<file path="config.mk">
export PLATFORM = sky130hd
export DESIGN_NAME = array_sort_check_datapath_flat
export DESIGN_NICKNAME = d
export VERILOG_FILES = /design/src/rtl/array_sort_check_datapath_if.sv /design/src/rtl/array_sort_check_datapath.sv /design/src/flat_wrapper.sv
export SDC_FILE = /design/constraint.sdc
export NUM_CORES = 1
export LEC_CHECK = 0
export CAP_MARGIN = 40
export CORE_MARGIN = 10
export CORE_UTILIZATION = 63
export CTS_BUF_LIST = sky130_fd_sc_hd__clkbuf_8
export DETAILED_ROUTE_END_ITERATION = 10
export PLACE_DENSITY = 0.8
export SKIP_CTS_REPAIR_TIMING = 1
export SYNTH_ARGS = -nofsm -noshare
export SYNTH_HDL_FRONTEND = slang
export SYNTH_SLANG_ARGS = --single-unit
</file>
<file path="constraint.sdc">
create_clock -name clock -period 7.5 [get_ports clock]
set_input_delay 2.25 -clock clock [delete_from_list [all_inputs] [get_ports clock]]
set_output_delay 2.25 -clock clock [all_outputs]
set_load 0.05 [all_outputs]
</file>
<file path="src/rtl/array_sort_check_datapath_if.sv">
// Bus between the array sort-check controller/host and the datapath stage.
// The master side writes the element store and issues the controller strobes.
// The slave side (the datapath) returns the scan status and the current index.
interface array_sort_check_datapath_if #(
    parameter int WIDTH = 32,
    parameter int DEPTH = 32,
    parameter int IDXW  = 5
);
    // Element store write port
    logic             wr_en;
    logic [IDXW-1:0]  wr_addr;
    logic [WIDTH-1:0] wr_data;

    // Controller strobes
    logic [IDXW:0]    length_in;
    logic             load_input;
    logic             load_index;
    logic             select_index;

    // Status back to the controller
    logic             inversion_found;
    logic             end_of_array;
    logic             zero_length_array;
    logic [IDXW-1:0]  index_out;

    modport master (
        output wr_en, wr_addr, wr_data,
        output length_in, load_input, load_index, select_index,
        input  inversion_found, end_of_array, zero_length_array, index_out
    );

    modport slave (
        input  wr_en, wr_addr, wr_data,
        input  length_in, load_input, load_index, select_index,
        output inversion_found, end_of_array, zero_length_array, index_out
    );
endinterface

</file>
<file path="src/rtl/array_sort_check_datapath.sv">
// Datapath stage for the array sort-check controller.
// Holds the element store, the latched array length and the scan index, and
// compares each element with its right-hand neighbour to report whether the
// array is still in non-decreasing (signed) order at the current position.
module array_sort_check_datapath #(
    parameter int WIDTH = 32,
    parameter int DEPTH = 32,
    parameter int IDXW  = 5
) (
    input  logic                          clock,
    input  logic                          reset,
    array_sort_check_datapath_if.slave    bus
);
    localparam logic [IDXW:0]   DEPTH_LEN = (IDXW+1)'(DEPTH);
    localparam logic [IDXW-1:0] LAST_IDX  = IDXW'(DEPTH - 1);

    // Element store contents survive reset; only the scan state is cleared.
    logic [WIDTH-1:0] mem_reg [DEPTH];
    logic [IDXW:0]    len_reg;
    logic [IDXW-1:0]  index_reg;

    logic [IDXW-1:0]  index_inc;
    logic [IDXW:0]    index_ext;
    logic [WIDTH-1:0] elem_cur;
    logic [WIDTH-1:0] elem_nxt;
    logic             pair_in_range;

    // Element store write; honoured regardless of what the controller is doing.
    always_ff @(posedge clock) begin
        if (bus.wr_en) begin
            mem_reg[bus.wr_addr] <= bus.wr_data;
        end
    end

    // Length and scan index; cleared asynchronously so a mid-scan reset takes
    // effect immediately. Length is clamped to the store size, and the index
    // saturates at the last entry instead of wrapping.
    always_ff @(posedge clock or negedge reset) begin
        if (!reset) begin
            len_reg   <= '0;
            index_reg <= '0;
        end else begin
            if (bus.load_input) begin
                len_reg <= (bus.length_in > DEPTH_LEN) ? DEPTH_LEN : bus.length_in;
            end
            if (bus.load_index) begin
                if (!bus.select_index) begin
                    index_reg <= '0;
                end else if (index_reg != LAST_IDX) begin
                    index_reg <= index_inc;
                end
            end
        end
    end

    // Neighbour compare and status, purely from registered state so the
    // controller sees fresh status in the cycle after any strobe.
    // index_inc may wrap at the top entry, but pair_in_range masks that case
    // because len never exceeds DEPTH.
    always_comb begin
        index_inc     = index_reg + 1'b1;
        index_ext     = {1'b0, index_reg};
        elem_cur      = mem_reg[index_reg];
        elem_nxt      = mem_reg[index_inc];
        pair_in_range = (index_ext + (IDXW+1)'(1)) < len_reg;
    end

    assign bus.zero_length_array = (len_reg == '0);
    assign bus.end_of_array      = (len_reg != '0) && (index_ext >= (len_reg - (IDXW+1)'(1)));
    assign bus.inversion_found   = (len_reg >= (IDXW+1)'(2)) && pair_in_range &&
                                   ($signed(elem_cur) > $signed(elem_nxt));
    assign bus.index_out         = index_reg;

endmodule

</file>
<file path="src/flat_wrapper.sv">
// flat-port wrapper written by rule: the top's interface ports become plain ports
module array_sort_check_datapath_flat 
#(
    parameter int WIDTH = 32,
    parameter int DEPTH = 32,
    parameter int IDXW  = 5
)
  (clock, reset, bus_wr_en, bus_wr_addr, bus_wr_data, bus_length_in, bus_load_input, bus_load_index, bus_select_index, bus_inversion_found, bus_end_of_array, bus_zero_length_array, bus_index_out);
  array_sort_check_datapath_if #(.WIDTH(WIDTH), .DEPTH(DEPTH), .IDXW(IDXW)) bus_i ();
  input  logic clock;
  input  logic reset;
  input wire logic [$bits(bus_i.wr_en)-1:0] bus_wr_en;
  input wire logic [$bits(bus_i.wr_addr)-1:0] bus_wr_addr;
  input wire logic [$bits(bus_i.wr_data)-1:0] bus_wr_data;
  input wire logic [$bits(bus_i.length_in)-1:0] bus_length_in;
  input wire logic [$bits(bus_i.load_input)-1:0] bus_load_input;
  input wire logic [$bits(bus_i.load_index)-1:0] bus_load_index;
  input wire logic [$bits(bus_i.select_index)-1:0] bus_select_index;
  output wire logic [$bits(bus_i.inversion_found)-1:0] bus_inversion_found;
  output wire logic [$bits(bus_i.end_of_array)-1:0] bus_end_of_array;
  output wire logic [$bits(bus_i.zero_length_array)-1:0] bus_zero_length_array;
  output wire logic [$bits(bus_i.index_out)-1:0] bus_index_out;
  assign bus_i.wr_en = bus_wr_en;
  assign bus_i.wr_addr = bus_wr_addr;
  assign bus_i.wr_data = bus_wr_data;
  assign bus_i.length_in = bus_length_in;
  assign bus_i.load_input = bus_load_input;
  assign bus_i.load_index = bus_load_index;
  assign bus_i.select_index = bus_select_index;
  assign bus_inversion_found = bus_i.inversion_found;
  assign bus_end_of_array = bus_i.end_of_array;
  assign bus_zero_length_array = bus_i.zero_length_array;
  assign bus_index_out = bus_i.index_out;
  array_sort_check_datapath #(.WIDTH(WIDTH), .DEPTH(DEPTH), .IDXW(IDXW)) u_core (.clock(clock), .reset(reset), .bus(bus_i));
endmodule
</file>
==> metrics list, run 1 <==
* Run status: finished with violations
- Failing checks: setup timing
- For this run, design rule violations remaining after detail routing come to 0.
- Data required time of the critical path: 5.25 ns
- Synthesized area per cell: 22.9 um2
- Comb power frac: 20.3%
- The worst-case IR drop observed on VDD is 0.163 mV.
- P_leak: 0.0170 uW
- WL met3: 19800 um
- Internal power: 10000 uW
- The floorplan step defined a core boundary enclosing 0.0759 mm2.
* Chip Height: 297 um
* Power per Cell Area: 248 mW/mm2
* Min-Delay Path Class: flip-flop to flip-flop
- Antenna violations before repair: 6
- Tot Pwr: 13600 uW
- In the layout the commonest cells are sky130_fd_sc_hd__edfxtp_1, sky130_fd_sc_hd__mux4_2, sky130_fd_sc_hd__clkbuf_8.
* Slew HR: 32.1%
* Share of total power consumed by net switching: 26.0%
- The final critical path takes up 103% of the cycle.
* Warnings from Yosys: 0
- For this run, the post-layout net count is 2425.
- In the synthesized netlist, the number of instances is 2107.
- The tool flagged a number of max-cap violations equal to 0.
* Kind of end point of the critical path: output port
- Clock latency on the worst-skew pair: 0.82 ns
- Via count: 26700
- Synth Area in Simple Gates: 1.03%
- Clock Tree Root: sky130_fd_sc_hd__clkbuf_8
- Net switching component of the power: 3540 uW
- Mux share of post-synthesis cell area: 31.3%
- Setup violations remaining at the end of the flow were counted as 1.
- Setup repair after global routing could not meet its margin everywhere.
* FF-to-FF setup slack: 5.32 ns
- Buffers placed on the I/O ports in this run total 56.
* Congestion Overflow GR: 0
- Clock power share: 32.0%
- Worst setup path category: flip-flop to output port
- Routed signal wires occupy layers up through met5.
- The pre-antenna-repair detailed-routing pass consisted of 6 iterations.
* Initial cell density of the core: 63.6%
- Depth of the worst register-to-register path: 7
- The synthesized netlist devotes 0.109% of its cell area to XOR and XNOR gates.
- Area enclosed by the die boundary: 0.0882 mm2
- Tracing the worst setup path back leads to its startpoint at u_core.bus.index_out[0].
- Utilization of the core after routing: 72.1%
- By area, the combinational part of the netlist is dominated by multiplexers.
- Max reg flops: 1024
- The worst register-to-register path begins at u_core.bus.index_out[0].
- Clock Skew: 0.00154 ns
- Using the TritonRoute via totals, the vias-per-cell ratio works out to 7.68.
- The number of clock buffers added by TritonCTS is 164.
- Critical Path Sink: bus_inversion_found
- Setup slack after placement: 0.162 ns
* Horiz. Die Dim: 297 um
- After detailed routing, the wire length on met1 is 44700 um.
- The first global-routing pass estimated 180000 um of wire.
* Most frequent standard cell in the layout excluding fill and tap cells: sky130_fd_sc_hd__edfxtp_1
- The tree built by TritonCTS fans out to 1035 sinks.
* Summed negative setup slack over all endpoints: -0.262 ns
* CP Max Fanout: 11
* Wire length after detailed routing: 130000 um
- The number of global-route vias before repair came to 26400.
* Transition at the pin with the smallest max-transition slack: 1.02 ns
- Max Clk Rate: 129 MHz
- The worst register-to-register path ends at u_core.bus.index_out[4].
- Detailed routing placed a total of 60600 um of wire on met2.
- The number of nets handed over by synthesis was 2203.
- Sequential fraction of the synthesis area: 64.2%
- TritonCTS built the clock tree.
* Data arrival time of the critical path: 5.51 ns
- Routability-driven placement finished with a final weighted congestion of 0.799.
* Max-slew violation total from the final report: 0
- Launch instance of the worst min-delay path: u_core.len_reg[5]
- In this run, synthesis produced a sequential element count of 1035.
* Placed wire-length estimate: 69600 um
- Of the total power, registers draw 47.7%.
* Cell variety after synth: 37
- The post-route netlist has 43.8% of its cells at a drive strength greater than 1.
* Filler cell count in the final layout: 4109
* Signed area change from the synthesized netlist to the final layout: 13.4%
- Clock-pin slew was measured on the worst setup and hold paths at 0.06 ns.
- Slack of the critical path: -0.262 ns
- 57 I/O pins were placed.
- Fin crit period: 7.76 ns
* Largest buffer count on any clock path: 3
- The cell area that synthesis handed to floorplanning was 0.0483 mm2.
* Post-synthesis compound-gate area fraction: 0.606%
- The number of hold violations in the final report was 0.
- Post-Synth Adder-Cell Area: 1.22%
* Avg WL per Cell: 37.3 um
- Once detail routing completed, the nets flagged for antenna violations numbered 0.
- Number of rows created at floorplan: 101
- H-tree levels: 4
- The first routing iteration left 4274 violations.
- STA classifies the critical path startpoint as a flip-flop.
- Global-route usage over all layers: 28.2%
- Maximum number of pins on one net before global-route repair: 140
## through the flow
step | area (um2) | hold WS [ns] | std cells
after floorplan | 48300 | 0.557 | 2107
after global placement | 50600 | 0.589 | 3120
after detailed placement | 50700 | 0.602 | 3129
after CTS | 53600 | 0.616 | 3411
after global routing | 54800 | 0.665 | 3476
final | 54800 | 0.621 | 3477
## cell families (layout without fill, tap and decap cells)
kind of cell / Yosys count / after routing
other: 0 / 2
adders and majority gates: 47 / 47
AOI/OAI and AO/OA: 47 / 47
and+or+nand+nor: 100 / 100
muxes: 705 / 705
xor gates and xnor gates: 6 / 6
buffers and inverters: 167 / 505
DFF: 1035 / 1035
## cell usage after synthesis
cell	instances	share of area (%)
sky130_fd_sc_hd__a211o_1	1	0.018
sky130_fd_sc_hd__a21o_1	9	0.14
sky130_fd_sc_hd__a21oi_1	13	0.13
sky130_fd_sc_hd__a221o_1	2	0.041
sky130_fd_sc_hd__a221oi_1	2	0.036
sky130_fd_sc_hd__a31oi_1	1	0.013
sky130_fd_sc_hd__a32o_1	2	0.041
sky130_fd_sc_hd__and2_0	1	0.013
sky130_fd_sc_hd__and2_1	1	0.013
sky130_fd_sc_hd__and3_1	1	0.013
sky130_fd_sc_hd__and4_1	4	0.072
sky130_fd_sc_hd__buf_1	25	0.19
sky130_fd_sc_hd__buf_2	66	0.68
sky130_fd_sc_hd__buf_4	6	0.093
sky130_fd_sc_hd__buf_6	4	0.093
sky130_fd_sc_hd__clkbuf_1	54	0.42
sky130_fd_sc_hd__dfrtp_1	11	0.57
sky130_fd_sc_hd__edfxtp_1	1024	64
sky130_fd_sc_hd__ha_1	47	1.2
sky130_fd_sc_hd__inv_1	12	0.093
sky130_fd_sc_hd__mux2_2	32	0.75
sky130_fd_sc_hd__mux2i_1	33	0.68
sky130_fd_sc_hd__mux4_2	640	30
sky130_fd_sc_hd__nand2_1	21	0.16
sky130_fd_sc_hd__nand2b_1	1	0.013
sky130_fd_sc_hd__nand3_1	7	0.072
sky130_fd_sc_hd__nand3b_1	11	0.17
sky130_fd_sc_hd__nand4_1	4	0.052
sky130_fd_sc_hd__nor2_1	39	0.30
sky130_fd_sc_hd__nor2b_1	2	0.026
sky130_fd_sc_hd__nor3_1	2	0.021
sky130_fd_sc_hd__nor4_1	2	0.026
sky130_fd_sc_hd__o21ai_0	16	0.17
sky130_fd_sc_hd__o31ai_1	1	0.016
sky130_fd_sc_hd__or3_1	1	0.013
sky130_fd_sc_hd__or3b_2	3	0.054
sky130_fd_sc_hd__xnor2_1	6	0.11
## area by class of cell
type	instances	area [um2]	share of cell area, %
clock buffers	164	2260	4.12
flip-flops and latches	1035	31000	56.7
diodes	2	5.00	0.00914
inverters	12	50.0	0.0914
well taps	1030	1290	2.35
repair buffers	211	2630	4.80
multi-input cells	905	16900	30.8
clock inverters	118	643	1.17
## power by group through the flow
stage          Clock, uW  Sequential, uW  Combinational, uW
3_3_place_gp           0            6590               2420
3_5_place_dp           0            6600               2460
2_1_floorplan          0            6580               1790
5_1_grt             4650            6480               2900
6_report            4340            6480               2750
4_1_cts             4370            6480               2470
## metal layers
layer / up-vias / global-route usage, %
met3: 325 / 9.43
li1: 9949 / -
met5: - / 0.387
met4: 10 / 9.86
met2: 2457 / 41.9
met1: 14000 / 39.4
## worst min-delay path by stage
stage	slack, ns	depth (start not counted)	end
after floorplan	0.56	2	u_core.len_reg[5]
after global placement	0.59	2	u_core.len_reg[5]
after detailed placement	0.60	2	u_core.len_reg[5]
after CTS	0.62	2	u_core.len_reg[5]
after global routing	0.66	2	u_core.len_reg[5]
final	0.62	2	u_core.len_reg[5]
## worst max-delay path: stages, from the launching register on
cell and delay, ns:
sky130_fd_sc_hd__dfrtp_4 0.52, sky130_fd_sc_hd__ha_4 0.30, sky130_fd_sc_hd__buf_12 0.16, sky130_fd_sc_hd__buf_16 0.19, sky130_fd_sc_hd__clkbuf_16 0.21, sky130_fd_sc_hd__mux4_2 0.50, sky130_fd_sc_hd__mux4_2 0.49, sky130_fd_sc_hd__mux2i_1 0.18
sky130_fd_sc_hd__ha_1 0.28, sky130_fd_sc_hd__nand4_1 0.21, sky130_fd_sc_hd__nor2_2 0.08, sky130_fd_sc_hd__a221o_1 0.31, sky130_fd_sc_hd__a211o_1 0.38, sky130_fd_sc_hd__a21oi_2 0.21, sky130_fd_sc_hd__mux2i_2 0.33, sky130_fd_sc_hd__buf_4 0.18
sky130_fd_sc_hd__buf_12 0.13
No activity file was read; power rests on OpenSTA's default activity.
==> run 2: changes to the inputs <==
CAP_MARGIN = default   (was 40)
==> run 2 against run 1 <==
Effect of this change: the run still ends with setup timing left; non-clock buffer count down 35; sequential power about the same; via count about the same; sequential share of layout area up 0.45 points; first-iteration DRC count up 8.2%; worst hold slack better by 0.012 ns; global-route usage about the same; wire length up 0.81%.
==> metrics list, run 2 (synthesis results as in run 1) <==
- Run status: finished with violations
- Failing checks: setup timing
* Setup slack after placement: 0.167 ns (+0.00535 ns)
- Final std cell area, no fill: 0.0543 mm2 (-0.79%)
* Avg WL per Cell: 37.9 um (+1.5%)
- From synthesis to final layout, the design area changed by 12.5%.
* Clock Tree Root: sky130_fd_sc_hd__clkbuf_8
- The weighted congestion at the end of routability-driven global placement is 0.799 (unchanged).
- The post-detailed-placement cell area was 0.0506 mm2 (-0.36%).
- Setup repair after global routing could not meet its margin everywhere.
- TritonCTS built the clock tree.
- The clock-pin slew of the registers on the worst-case setup and hold paths was 0.06 ns (about the same).
- Slew HR: 6.58% (-25 points)
- Transition at the pin with the smallest max-transition slack: 1.40 ns (+0.382 ns)
- Via count of the first global-routing pass: 26500 (+0.11%)
* Maximum number of pins on one net before global-route repair: 140 (unchanged)
- Fin crit period: 7.75 ns (-0.0113 ns)
- The library cell used most frequently in the layout, excluding fill and tap cells, is sky130_fd_sc_hd__edfxtp_1.
* Area enclosed by the die boundary: 0.0882 mm2 (unchanged)
* Detail Route Antenna Nets: 0 (unchanged)
* Number of port buffers: 56 (unchanged)
- The critical path goes through ha_4 > buf_12 > buf_16 > clkbuf_16 > mux4_2 > mux4_2 > mux2i_1 > ha_1 > nand4_1 > nor2_1 > a221o_1 > a211o_1 > a21oi_2 > mux2i_2 > buf_4 > buf_12.
- Final period utilization: 103% (-0.15 points)
- Reg-to-reg critical path startpoint: u_core.bus.index_out[0]
- Clock latency on the worst-skew pair: 0.82 ns (about the same)
- Congestion Overflow GR: 0 (unchanged)
- STA classifies the critical path endpoint as an output port.
- Number of rows created at floorplan: 101 (unchanged)
- The total half-perimeter wirelength after legalization and detailed placement came to 68900 um (-0.96%).
- The detail-routed via count per cell came to 7.73 (+0.72%).
- Via count: 26700 (+0.022%)
- The maximum clock skew at final layout was 0.00257 ns (+0.00102 ns).
- Drt drc: 0 (unchanged)
* Max Clk Rate: 129 MHz (+0.15%)
* P_leak: 0.0168 uW (-1.3%)
- Max-slew violation total from the final report: 0 (unchanged)
* Standard cell core area: 0.0759 mm2 (unchanged)
* Worst setup path category: flip-flop to output port
- Cell total after placement: 3120 (-0.29%)
- The layout net count came to 2391 (-1.4%).
* Min-Delay Path Class: flip-flop to flip-flop
* Data required time of the critical path: 5.25 ns (about the same)
* Global routing usage on met3: 9.39% (-0.044 points)
* Utilization of the core after routing: 71.6% (-0.57 points)
* CP Max Fanout: 8 (-3)
- Largest buffer count on any clock path: 3 (unchanged)
- Worst setup startpoint: u_core.bus.index_out[0]
- The slowest stage of the critical path belongs to the cell sky130_fd_sc_hd__dfrtp_4.
- The H-tree level count came to 4 (unchanged).
- Chip Height: 297 um (unchanged)
- The global-route met2 utilization was 42.2% (+0.30 points).
* Global Route met1 Usage: 39.4% (-0.073 points)
* Total CTS buffers: 165 (+0.61%)
- Launch instance of the worst min-delay path: u_core.len_reg[5]
* Filler cell count in the final layout: 4216 (+2.6%)
* Global-route usage over all layers: 28.2% (about the same)
- The power density over the cells is 252 mW/mm2 (+1.7%).
* Gr busiest metal: met2
* Maximum vdd ir drop: 0.125 mV (-23%)
* Critical Path Max Stage Delay: 0.55 ns (+0.03 ns)
* Startpoint Class: flip-flop
- The total of endpoints with negative setup slack in the final report was 1 (unchanged).
- The width of the chip was 297 um (unchanged).
- The CTS sink count was 1035 (unchanged).
- The number of DRC violations after detailed-routing iteration 0 came to 4626 (+8.2%).
- Max_cap viols: 0 (unchanged)
- The number of hold violations in the final report was 0 (unchanged).
- The initial antenna violation count came to 4 (-2).
- The wire length of the first global-routing pass came to 181000 um (+0.30%).
* Proportion of layout cells with a drive suffix above 1: 43.2% (-0.52 points)
- Data arrival time of the critical path: 5.50 ns (about the same)
* Wire length after detailed routing: 131000 um (+0.81%)
* Post-route insts no fill: 3453 (-0.69%)
- Initial cell density of the core: 63.6% (unchanged)
* Number of primary I/O pins: 57 (unchanged)
- Max reg flops: 1024 (unchanged)
- 1st-pass router iterations: 5 (-1)
- Slack of the critical path: -0.251 ns (+0.0113 ns)
- Summed negative setup slack over all endpoints: -0.251 ns (+0.0113 ns)
- The top cell types in the final layout, fill and taps aside, are sky130_fd_sc_hd__edfxtp_1, sky130_fd_sc_hd__mux4_2, sky130_fd_sc_hd__clkbuf_8.
## run 2: final timing paths
path | to | cells past startpoint | slack (ns)
max | bus_inversion_found | 16 | -0.25
min | u_core.len_reg[5] | 2 | 0.63
max reg2reg | u_core.bus.index_out[4] | 7 | 5.35
min reg2reg | u_core.len_reg[5] | 2 | 0.63
max in group asynchronous | u_core.bus.index_out[1] | 1 | 5.35
min in group asynchronous | u_core.bus.index_out[2] | 1 | 1.77
## run 2: through the flow
step           hold WS (ns)  power (uW)
4_1_cts               0.627       13400
3_5_place_dp          0.614        9060
5_1_grt               0.652       14100
2_1_floorplan         0.557        8380
3_3_place_gp          0.589        9010
6_report              0.634       13700
## run 2: critical path: cells and delay by family, from the launching register on
kind,cells,cell delay (ns)
DFF,1,0.55
muxes,4,1.45
AOI/OAI and AO/OA,3,0.90
and+or+nand+nor,2,0.27
adders and majority gates,2,0.62
buffers and inverters,5,0.86
## run 2: area by class of cell
class | count | area [um2] | area share (%)
Sequential cell | 1035 | 31000 | 57.1
Multi-Input combinational cell | 905 | 16900 | 31.0
Clock buffer | 167 | 2300 | 4.23
Timing Repair Buffer | 176 | 2120 | 3.89
Tap cell | 1030 | 1290 | 2.37
Clock inverter | 126 | 679 | 1.25
Inverter | 12 | 50.0 | 0.0921
Antenna cell | 2 | 5.00 | 0.00921
## run 2: power by group
part | leakage, uW | total, uW | internal (uW) | switching, uW
registers | 0.00936 | 6480 | 6440 | 39.4
clock network | 0.00168 | 4480 | 2220 | 2260
logic | 0.00575 | 2740 | 1460 | 1270
total | 0.0168 | 13700 | 10100 | 3570
## run 2: metal layers
metal / vias to the layer above / share of wire (%)
li1: 9887 / -
met1: 14100 / 35
met2: 2385 / 47
met3: 338 / 15
met4: 4 / 3.2
met5: - / 0.021
